File: config.mk
export PLATFORM = sky130hd
export DESIGN_NAME = sram_arbiter_flat
export DESIGN_NICKNAME = d
export VERILOG_FILES = /design/src/rtl/sram_arbiter_if.sv /design/src/rtl/sram_arbiter.sv /design/src/flat_wrapper.sv
export SDC_FILE = /design/constraint.sdc
export NUM_CORES = 1
export LEC_CHECK = 0
export CAP_MARGIN = 20
export CORE_ASPECT_RATIO = 0.7
export CORE_UTILIZATION = 40
export DETAILED_ROUTE_END_ITERATION = 8
export MAX_ROUTING_LAYER = met4
export PLACE_DENSITY = 0.87
export SYNTH_ARGS = -nofsm -noshare
export SYNTH_HDL_FRONTEND = slang
export SYNTH_SLANG_ARGS = --single-unit
File: constraint.sdc
create_clock -name clk -period 6.37 [get_ports clk]
set_clock_uncertainty 0.15 [all_clocks]
set_input_delay 1.274 -clock clk [delete_from_list [all_inputs] [get_ports clk]]
set_output_delay 1.274 -clock clk [all_outputs]
set_load 0.05 [all_outputs]
File: src/rtl/sram_arbiter_if.sv
// Bus bundle between the CPU-side ports, the shared RAM and sram_arbiter.
// Every field of the instruction, data and RAM ports lives here; clk/rst stay plain ports.
`timescale 1ns/1ps
`ifndef SRAM_ARBITER_BUS_DEFS
`define SRAM_ARBITER_BUS_DEFS
`define ADDR_BUS [31:0]
`define DATA_BUS [31:0]
`endif

// Handshake: a requester raises *_req with stable address/data and keeps it high until the
// one-cycle *_ready pulse; *_err and *_rdata are valid with that pulse. A req still high in
// the cycle after ready is a fresh request.
interface sram_arbiter_if;
  logic           inst_req;
  logic `ADDR_BUS inst_addr;
  logic           inst_ready;
  logic `DATA_BUS inst_rdata;
  logic           inst_err;

  logic           data_req;
  logic [3:0]     data_we;
  logic `ADDR_BUS data_addr;
  logic `DATA_BUS data_wdata;
  logic           data_ready;
  logic `DATA_BUS data_rdata;
  logic           data_err;

  logic           ram_en;
  logic [3:0]     ram_write_sel;
  logic `ADDR_BUS ram_addr;
  logic `DATA_BUS ram_wdata;
  logic `DATA_BUS ram_rdata;

  modport master (
    output inst_req, inst_addr, data_req, data_we, data_addr, data_wdata, ram_rdata,
    input  inst_ready, inst_rdata, inst_err, data_ready, data_rdata, data_err,
           ram_en, ram_write_sel, ram_addr, ram_wdata
  );

  modport slave (
    input  inst_req, inst_addr, data_req, data_we, data_addr, data_wdata, ram_rdata,
    output inst_ready, inst_rdata, inst_err, data_ready, data_rdata, data_err,
           ram_en, ram_write_sel, ram_addr, ram_wdata
  );
endinterface

File: src/rtl/sram_arbiter.sv
// Serialises instruction-fetch and data requests onto one single-port RAM.
// Define ARBITER_ROUND_ROBIN_EN for round-robin arbitration; otherwise data has fixed priority.
`timescale 1ns/1ps
`ifndef SRAM_ARBITER_BUS_DEFS
`define SRAM_ARBITER_BUS_DEFS
`define ADDR_BUS [31:0]
`define DATA_BUS [31:0]
`endif

module sram_arbiter #(
  parameter logic [31:0] RAM_BYTES = 32'd512
) (
  input  logic          clk,
  input  logic          rst,
  sram_arbiter_if.slave bus,
  output logic          busy,
  output logic [1:0]    state_dbg
);

  typedef enum logic [1:0] {
    IDLE   = 2'd0,
    ACCESS = 2'd1,
    HOLD   = 2'd2,
    RESP   = 2'd3
  } state_t;

  state_t         state;
  logic           sel_data;
  logic `ADDR_BUS addr_q;
  logic `DATA_BUS wdata_q;
  logic [3:0]     we_q;
  logic           ram_en_q;
  logic [3:0]     ram_sel_q;
  logic           inst_ready_q;
  logic           inst_err_q;
  logic `DATA_BUS inst_rdata_q;
  logic           data_ready_q;
  logic           data_err_q;
  logic `DATA_BUS data_rdata_q;
`ifdef ARBITER_ROUND_ROBIN_EN
  logic           last_data;
`endif

  logic           grant_data;
  logic `ADDR_BUS req_addr;
  logic           req_err;

  always_comb begin
`ifdef ARBITER_ROUND_ROBIN_EN
    // On contention the port that did not win last time gets the RAM.
    grant_data = bus.data_req && (!bus.inst_req || !last_data);
`else
    grant_data = bus.data_req;
`endif
    req_addr = grant_data ? bus.data_addr : bus.inst_addr;
    req_err  = (req_addr >= RAM_BYTES) || (req_addr[1:0] != 2'b00);
  end

  always_ff @(posedge clk or negedge rst) begin
    if (!rst) begin
      state        <= IDLE;
      sel_data     <= 1'b0;
      addr_q       <= '0;
      wdata_q      <= '0;
      we_q         <= '0;
      ram_en_q     <= 1'b0;
      ram_sel_q    <= '0;
      inst_ready_q <= 1'b0;
      inst_err_q   <= 1'b0;
      inst_rdata_q <= '0;
      data_ready_q <= 1'b0;
      data_err_q   <= 1'b0;
      data_rdata_q <= '0;
`ifdef ARBITER_ROUND_ROBIN_EN
      last_data    <= 1'b0;
`endif
    end else begin
      inst_ready_q <= 1'b0;
      inst_err_q   <= 1'b0;
      data_ready_q <= 1'b0;
      data_err_q   <= 1'b0;
      case (state)
        IDLE: begin
          if (bus.inst_req || bus.data_req) begin
            sel_data <= grant_data;
            addr_q   <= req_addr;
            we_q     <= grant_data ? bus.data_we : 4'd0;
            wdata_q  <= grant_data ? bus.data_wdata : '0;
`ifdef ARBITER_ROUND_ROBIN_EN
            last_data <= grant_data;
`endif
            if (req_err) begin
              // Illegal accesses complete straight away and never enable the RAM.
              state <= RESP;
              if (grant_data) begin
                data_ready_q <= 1'b1;
                data_err_q   <= 1'b1;
                data_rdata_q <= '0;
              end else begin
                inst_ready_q <= 1'b1;
                inst_err_q   <= 1'b1;
                inst_rdata_q <= '0;
              end
            end else begin
              state     <= ACCESS;
              ram_en_q  <= 1'b1;
              ram_sel_q <= grant_data ? bus.data_we : 4'd0;
            end
          end
        end
        ACCESS: begin
          ram_en_q <= 1'b0;
          if (we_q != 4'd0) begin
            // Byte select stays up through HOLD so the RAM's delayed commit sees it.
            state <= HOLD;
          end else begin
            state <= RESP;
            if (sel_data) begin
              data_ready_q <= 1'b1;
              data_rdata_q <= bus.ram_rdata;
            end else begin
              inst_ready_q <= 1'b1;
              inst_rdata_q <= bus.ram_rdata;
            end
          end
        end
        HOLD: begin
          ram_sel_q    <= '0;
          state        <= RESP;
          data_ready_q <= sel_data;
          inst_ready_q <= !sel_data;
        end
        RESP: begin
          state <= IDLE;
        end
        default: begin
          state <= IDLE;
        end
      endcase
    end
  end

  assign bus.inst_ready    = inst_ready_q;
  assign bus.inst_err      = inst_err_q;
  assign bus.inst_rdata    = inst_rdata_q;
  assign bus.data_ready    = data_ready_q;
  assign bus.data_err      = data_err_q;
  assign bus.data_rdata    = data_rdata_q;
  assign bus.ram_en        = ram_en_q;
  assign bus.ram_write_sel = ram_sel_q;
  assign bus.ram_addr      = addr_q;
  assign bus.ram_wdata     = wdata_q;
  assign busy              = (state != IDLE);
  assign state_dbg         = state;

endmodule

File: src/flat_wrapper.sv
// flat-port wrapper written by rule: the top's interface ports become plain ports
module sram_arbiter_flat 
#(
  parameter logic [31:0] RAM_BYTES = 32'd512
)
  (clk, rst, busy, state_dbg, bus_inst_req, bus_inst_addr, bus_data_req, bus_data_we, bus_data_addr, bus_data_wdata, bus_ram_rdata, bus_inst_ready, bus_inst_rdata, bus_inst_err, bus_data_ready, bus_data_rdata, bus_data_err, bus_ram_en, bus_ram_write_sel, bus_ram_addr, bus_ram_wdata);
  sram_arbiter_if bus_i ();
  input  logic clk;
  input  logic rst;
  output logic busy;
  output logic [1:0] state_dbg;
  input wire logic [$bits(bus_i.inst_req)-1:0] bus_inst_req;
  input wire logic [$bits(bus_i.inst_addr)-1:0] bus_inst_addr;
  input wire logic [$bits(bus_i.data_req)-1:0] bus_data_req;
  input wire logic [$bits(bus_i.data_we)-1:0] bus_data_we;
  input wire logic [$bits(bus_i.data_addr)-1:0] bus_data_addr;
  input wire logic [$bits(bus_i.data_wdata)-1:0] bus_data_wdata;
  input wire logic [$bits(bus_i.ram_rdata)-1:0] bus_ram_rdata;
  output wire logic [$bits(bus_i.inst_ready)-1:0] bus_inst_ready;
  output wire logic [$bits(bus_i.inst_rdata)-1:0] bus_inst_rdata;
  output wire logic [$bits(bus_i.inst_err)-1:0] bus_inst_err;
  output wire logic [$bits(bus_i.data_ready)-1:0] bus_data_ready;
  output wire logic [$bits(bus_i.data_rdata)-1:0] bus_data_rdata;
  output wire logic [$bits(bus_i.data_err)-1:0] bus_data_err;
  output wire logic [$bits(bus_i.ram_en)-1:0] bus_ram_en;
  output wire logic [$bits(bus_i.ram_write_sel)-1:0] bus_ram_write_sel;
  output wire logic [$bits(bus_i.ram_addr)-1:0] bus_ram_addr;
  output wire logic [$bits(bus_i.ram_wdata)-1:0] bus_ram_wdata;
  assign bus_i.inst_req = bus_inst_req;
  assign bus_i.inst_addr = bus_inst_addr;
  assign bus_i.data_req = bus_data_req;
  assign bus_i.data_we = bus_data_we;
  assign bus_i.data_addr = bus_data_addr;
  assign bus_i.data_wdata = bus_data_wdata;
  assign bus_i.ram_rdata = bus_ram_rdata;
  assign bus_inst_ready = bus_i.inst_ready;
  assign bus_inst_rdata = bus_i.inst_rdata;
  assign bus_inst_err = bus_i.inst_err;
  assign bus_data_ready = bus_i.data_ready;
  assign bus_data_rdata = bus_i.data_rdata;
  assign bus_data_err = bus_i.data_err;
  assign bus_ram_en = bus_i.ram_en;
  assign bus_ram_write_sel = bus_i.ram_write_sel;
  assign bus_ram_addr = bus_i.ram_addr;
  assign bus_ram_wdata = bus_i.ram_wdata;
  sram_arbiter #(.RAM_BYTES(RAM_BYTES)) u_core (.clk(clk), .rst(rst), .bus(bus_i), .busy(busy), .state_dbg(state_dbg));
endmodule
==> out/summary.md, run 1 <==
• Max Clock Freq: 0.243 GHz
• top post-synthesis cells by area: dfrtp_1 56%, mux2_4 14%, a22o_1 5.3%
• maximum number of buffers from clock root to sink: 2
• worst max-slew margin expressed relative to the limit: 40.7%
• number of cells after detailed placement: 930
• Routability Congestion: 0.871
• minimum setup slack in the final design: 2260 ps
• share of final-layout standard cells stronger than drive strength 1: 18.9%
• status: finished, final reports clean
• number of filler cells placed in the layout: 1211
• Final Hold Violating Endpoints: 0
• count of final max-slew check failures: 0
• Post-Synthesis Cells: 474
• Detailed Route Iter0 Violations: 195
• power per unit of standard cell area: 597 nW/um^2
• layer with the highest usage after global routing: met2
• TritonCTS clock tree: done
• clock insertion delay at the later pin of the skew report: 400 ps
• clock slew at reported path FFs: 60 ps
• area of the core: 15600 um^2
• register bit total from synthesis: 144
• proportion of synthesized flip-flops having asynchronous set or reset: 100%
• number of distinct library cells after synthesis: 42
• diode insertion count for antenna repair: 0
• clk sinks: 144
• proportion of synthesized chip area in sequential cells: 56.2%
• clock buffer count from CTS: 17
• area share of the largest cell type after synthesis: 56.2%
• Min Hold Slack: 351 ps
• global-route wire length before repair: 26900 um
• global-route usage over all layers: 21.8%
• Residual DRC: 0
• CTS H-tree depth: 4
• count of maximum capacitance violations: 0
• number of vias per cell after detailed routing: 4.95
• post-cts resize count: 0
• most frequent standard cell in the layout excluding fill and tap cells: clkdlybuf4s50_1
• count of hold-fix buffers inserted at cts: 0
• slew at the pin closest to its max-slew limit: 890 ps
• total negative slack: 0 ps
• routed wire length: 17000 um
• # nets final: 889
• Tcrit/Tclk final: 64.6%
• final setup violation count: 0
• class of the worst hold path: reg2reg
• most frequent cells in the layout: 273 x clkdlybuf4s50_1, 144 x dfrtp_1, 60 x mux2_4
• Critical Path Source Type: flip-flop
• min Tclk post-route: 4110 ps
• final std cells w/o fill: 962
• worst endpoint data arrival time: 2690 ps
• final core utilization: 63.6%
• mapped cell area: 6410 um^2
• area growth from synthesis to final layout: 54.6%
• Post-Place Setup Slack: 2360 ps
• standard cell area after detailed placement: 9320 um^2
• YS warnings: 0
• drt pass-1 iters: 4
• maximum net fanout on the critical path: 11
• DP HPWL: 12400 um
• final non-filler cell area: 9910 um^2
• residual antenna-violating net count after detailed routing: 0
• number of antenna violations at the first check in global routing: 0
• die outline area: 16500 um^2
• CTS root buffer: clkbuf_16
• Global Route met3 Usage: 5.43%
• nets in the synthesized netlist: 614
• Critical Setup Path Class: reg2out
• vias in the first global route: 4868
• met1 track demand over resource: 29.6%
• syn_area_per_cell: 13.5 um^2
• met2 Track Usage GR: 33.1%
• endpoint class of the critical path: output port
• maximum number of pins on one net before global-route repair: 98
• vertical extent of the die: 108 um
• cell taking the most area after synthesis: dfrtp_1
• I/O Pins: 276
• count of flip-flops with a built-in enable after synthesis: 0
• vias after detailed routing: 4759
• peak supply drop: 0.000272 V
• dominant synthesized flop cell: dfrtp_1
• overall die width: 153 um
• Post-CTS Setup Bufs: 0
• IO buf count: 275
• Initial Util: 41.1%
• average wire length per cell after detail routing: 17.7 um
• leakage power: 4.39 nW
• setup repair after global routing missed its margin: false
• number of rows created at floorplan: 38
• total power consumption of the routed design: 5.92 mW
• Data required, critical path: 4950 ps
• Remaining Overflow, GRT: 0
worst max-delay path, stage by stage (launching register included):
cell and delay (ps):
dfrtp_1 450, inv_1 110, ha_1 490, clkinv_1 410
clkdlybuf4s50_1 820
cell usage after synthesis, types with 5 or more instances:
master	n
mux2i_1	32
and2_2	26
nor2_1	39
buf_6	7
nor3_1	7
a21oi_1	34
buf_1	9
nand2_1	8
nor4_1	5
mux2_4	60
dfrtp_1	144
and2_1	8
a22o_1	39
clkbuf_1	11
routing by layer:
metal / share of wire, % / wire length [um] / vias up
li1: - / - / 2257
met1: 48 / 8100 / 2325
met2: 46 / 7840 / 166
met3: 5.6 / 945 / 11
met4: 0.77 / 131 / 0
met5: 0 / 0 / -
cell families (layout without fill, tap and decap cells):
group / after synthesis / after routing / share of synthesized area (%)
compound gates: 90 / 90 / 11.0
fa+ha+maj: 4 / 4 / 0.781
buf+inv: 34 / 322 / 2.99
flops: 144 / 144 / 56.2
mux: 96 / 96 / 19.8
simple gates: 106 / 106 / 9.22
sequential cells by signal (all words and copies together), names as in the netlist, 2 cells and up:
| register | flops |
|---|---|
| u_core.we_q | 4 |
| u_core.bus.ram_write_sel | 4 |
| u_core.bus.ram_wdata | 32 |
| u_core.bus.ram_addr | 32 |
| u_core.bus.inst_rdata | 32 |
| u_core.state_dbg | 2 |
| u_core.bus.data_rdata | 32 |
final timing paths:
path	from	endpoint	slack, ps	depth (start not counted)
max in group asynchronous	rst	u_core.bus.data_rdata[16]$_DFFE_PN0P_	4070	2
min in group asynchronous	rst	u_core.bus.ram_addr[18]$_DFFE_PN0P_	790	1
setup / recovery	u_core.state_dbg[0]$_DFFE_PN0N_	busy	2260	4
hold reg to reg	u_core.we_q[2]$_DFFE_PN0P_	u_core.we_q[2]$_DFFE_PN0P_	350	1
setup reg to reg	u_core.state_dbg[0]$_DFFE_PN0N_	u_core.bus.ram_write_sel[0]$_DFFE_PN0P_	3300	7
hold / removal	u_core.we_q[2]$_DFFE_PN0P_	u_core.we_q[2]$_DFFE_PN0P_	350	1
cell type report:
class	instances	area [um^2]	share of cell area (%)
well taps	200	250	2.52
repair buffers	285	2820	28.5
inverters	5	18.8	0.189
clock buffers	19	443	4.47
flip-flops and latches	144	3600	36.4
clock inverters	13	150	1.51
multi-input cells	296	2620	26.4
report_power, final:
part	leakage, nW	internal, mW	switching [mW]
registers	1.84	1.30	0.242
logic	2.27	1.29	2.09
clock network	0.286	0.597	0.394
total	4.39	3.19	2.72
Power figures use the tool's default switching activity.
==> run 2, diff against run 1 <==
==> constraint.sdc (replaced) <==
create_clock -name clk -period 3.8 [get_ports clk]
set_clock_uncertainty 0.15 [all_clocks]
set_input_delay 0.76 -clock clk [delete_from_list [all_inputs] [get_ports clk]]
set_output_delay 0.76 -clock clk [all_outputs]
set_load 0.05 [all_outputs]
==> out/summary.md, run 2 (synthesized netlist as in run 1, its figures left out) <==
• status: finished, final reports clean
• I/O Pins: 276
• Critical Setup Path Class: reg2out
• Tcrit/Tclk final: 92.9%
• clock slew at reported path FFs: 60 ps
• residual antenna-violating net count after detailed routing: 0
• total negative slack: 0 ps
• Worst R2R Path Depth: 8
• number of rows created at floorplan: 38
• worst reg2reg path endpoint: u_core.bus.inst_rdata[31]$_DFFE_PN0P_
• Critical Path Start: u_core.state_dbg[1]$_DFFE_PN0N_
• endpoint of the worst setup timing path: busy
• # nets final: 887
• count of maximum capacitance violations: 0
• vias after detailed routing: 4756
• leakage power: 4.38 nW
• area of the core: 15600 um^2
• Final Hold Violating Endpoints: 0
• overall die width: 153 um
• TritonCTS clock tree: done
• die outline area: 16500 um^2
• IO buf count: 275
• maximum number of pins on one net before global-route repair: 77
• clock insertion delay at the later pin of the skew report: 400 ps
• clk sinks: 144
• post-cts resize count: 0
• Residual DRC: 0
• count of final max-slew check failures: 0
• Max Clock Freq: 0.283 GHz
• number of filler cells placed in the layout: 1197
• most frequent standard cell in the layout excluding fill and tap cells: clkdlybuf4s50_1
• power per unit of standard cell area: 998 nW/um^2
• global-route usage over all layers: 21.4%
• number of antenna violations at the first check in global routing: 0
• drt pass-1 iters: 4
• final setup violation count: 0
• slew at the pin closest to its max-slew limit: 700 ps
• number of vias per cell after detailed routing: 4.95
• setup repair after global routing missed its margin: false
• vias in the first global route: 4875
• routed wire length: 16800 um
• total power consumption of the routed design: 9.88 mW
• diode insertion count for antenna repair: 0
• worst max-slew margin expressed relative to the limit: 53.3%
• Data required, critical path: 2890 ps
• count of hold-fix buffers inserted at cts: 0
• start of the worst register-to-register path: u_core.state_dbg[1]$_DFFE_PN0N_
• share of final-layout standard cells stronger than drive strength 1: 18.8%
• Detailed Route Iter0 Violations: 177
• Critical Path Source Type: flip-flop
• most frequent cells in the layout: 273 x clkdlybuf4s50_1, 144 x dfrtp_1, 60 x mux2_4
• maximum number of buffers from clock root to sink: 2
• reg-to-reg slack, setup: 700 ps
• class of the worst hold path: in2async
• area growth from synthesis to final layout: 54.5%
• CTS H-tree depth: 4
• worst endpoint data arrival time: 2620 ps
• clock buffer count from CTS: 17
• min Tclk post-route: 3530 ps
• DP HPWL: 12200 um
• vertical extent of the die: 108 um
• Remaining Overflow, GRT: 0
• maximum net fanout on the critical path: 11
• endpoint class of the critical path: output port
• average wire length per cell after detail routing: 17.5 um
• global-route wire length before repair: 26500 um
• Routability Congestion: 0.900
• Post-CTS Setup Bufs: 0
• peak supply drop: 0.000509 V
• Initial Util: 41.1%
• CTS root buffer: clkbuf_16
## run 2: cell types whose count changed in the layout (fill, tap and decap cells not counted), sizes merged
cell      before  now
clkbuf        19   18
bufinv         2    1
inv           11   13
clkinvlp       2    3
clkinv         3    2
buf           12   10
## run 2: metrics by stage
stage          cell area (um^2)  utilization [%]  instances  setup slack (ps)  hold slack (ps)
2_1_floorplan              6410                -        474              1120              314
3_3_place_gp               9320             59.7        928               478              332
3_5_place_dp               9320             59.7        928               400              332
4_1_cts                    9900             63.5        960               251              238
5_1_grt                    9900             63.5        960              54.9              251
6_report                   9900             63.5        960               270              217
## run 2: worst max-delay path, cell delays in order, from the launching register on
cell and delay [ps]:
dfrtp_1 440, inv_1 120, ha_1 470, clkinv_1 380, clkdlybuf4s50_1 810
## run 2: final cells by class
type / instances / area [um^2] / area share (%)
Tap cell: 200 / 250 / 2.53
Timing Repair Buffer: 283 / 2820 / 28.5
Sequential cell: 144 / 3600 / 36.4
Multi-Input combinational cell: 296 / 2620 / 26.5
Inverter: 5 / 18.8 / 0.190
Clock buffer: 18 / 439 / 4.44
Clock inverter: 14 / 144 / 1.45
## run 2: how the worst min path moves through the flow
stage | end | depth (start not counted) | startpoint
global placement | u_core.bus.ram_wdata[5]$_DFFE_PN0P_ | 1 | u_core.bus.ram_wdata[5]$_DFFE_PN0P_
detailed placement | u_core.bus.ram_wdata[26]$_DFFE_PN0P_ | 1 | u_core.bus.ram_wdata[26]$_DFFE_PN0P_
floorplan | u_core.bus.data_err$_DFF_PN0_ | 0 | rst
global route | u_core.bus.ram_addr[11]$_DFFE_PN0P_ | 1 | rst
finish | u_core.bus.ram_addr[11]$_DFFE_PN0P_ | 1 | rst
CTS | u_core.bus.ram_addr[11]$_DFFE_PN0P_ | 1 | rst
## run 2: routing by layer
layer | global-route usage, % | vias up | routed length [um]
met1 | 28.4 | 2320 | 7950
met3 | 5.48 | 15 | 968
met4 | 5.63 | 0 | 159
met5 | - | - | 0
li1 | - | 2246 | -
met2 | 32.6 | 175 | 7710
## run 2: power by group
group / leakage, nW / switching (mW) / internal [mW]
combinational: 2.26 / 3.49 / 2.16
clock: 0.281 / 0.689 / 0.944
sequential: 1.84 / 0.408 / 2.18
total: 4.38 / 4.58 / 5.29
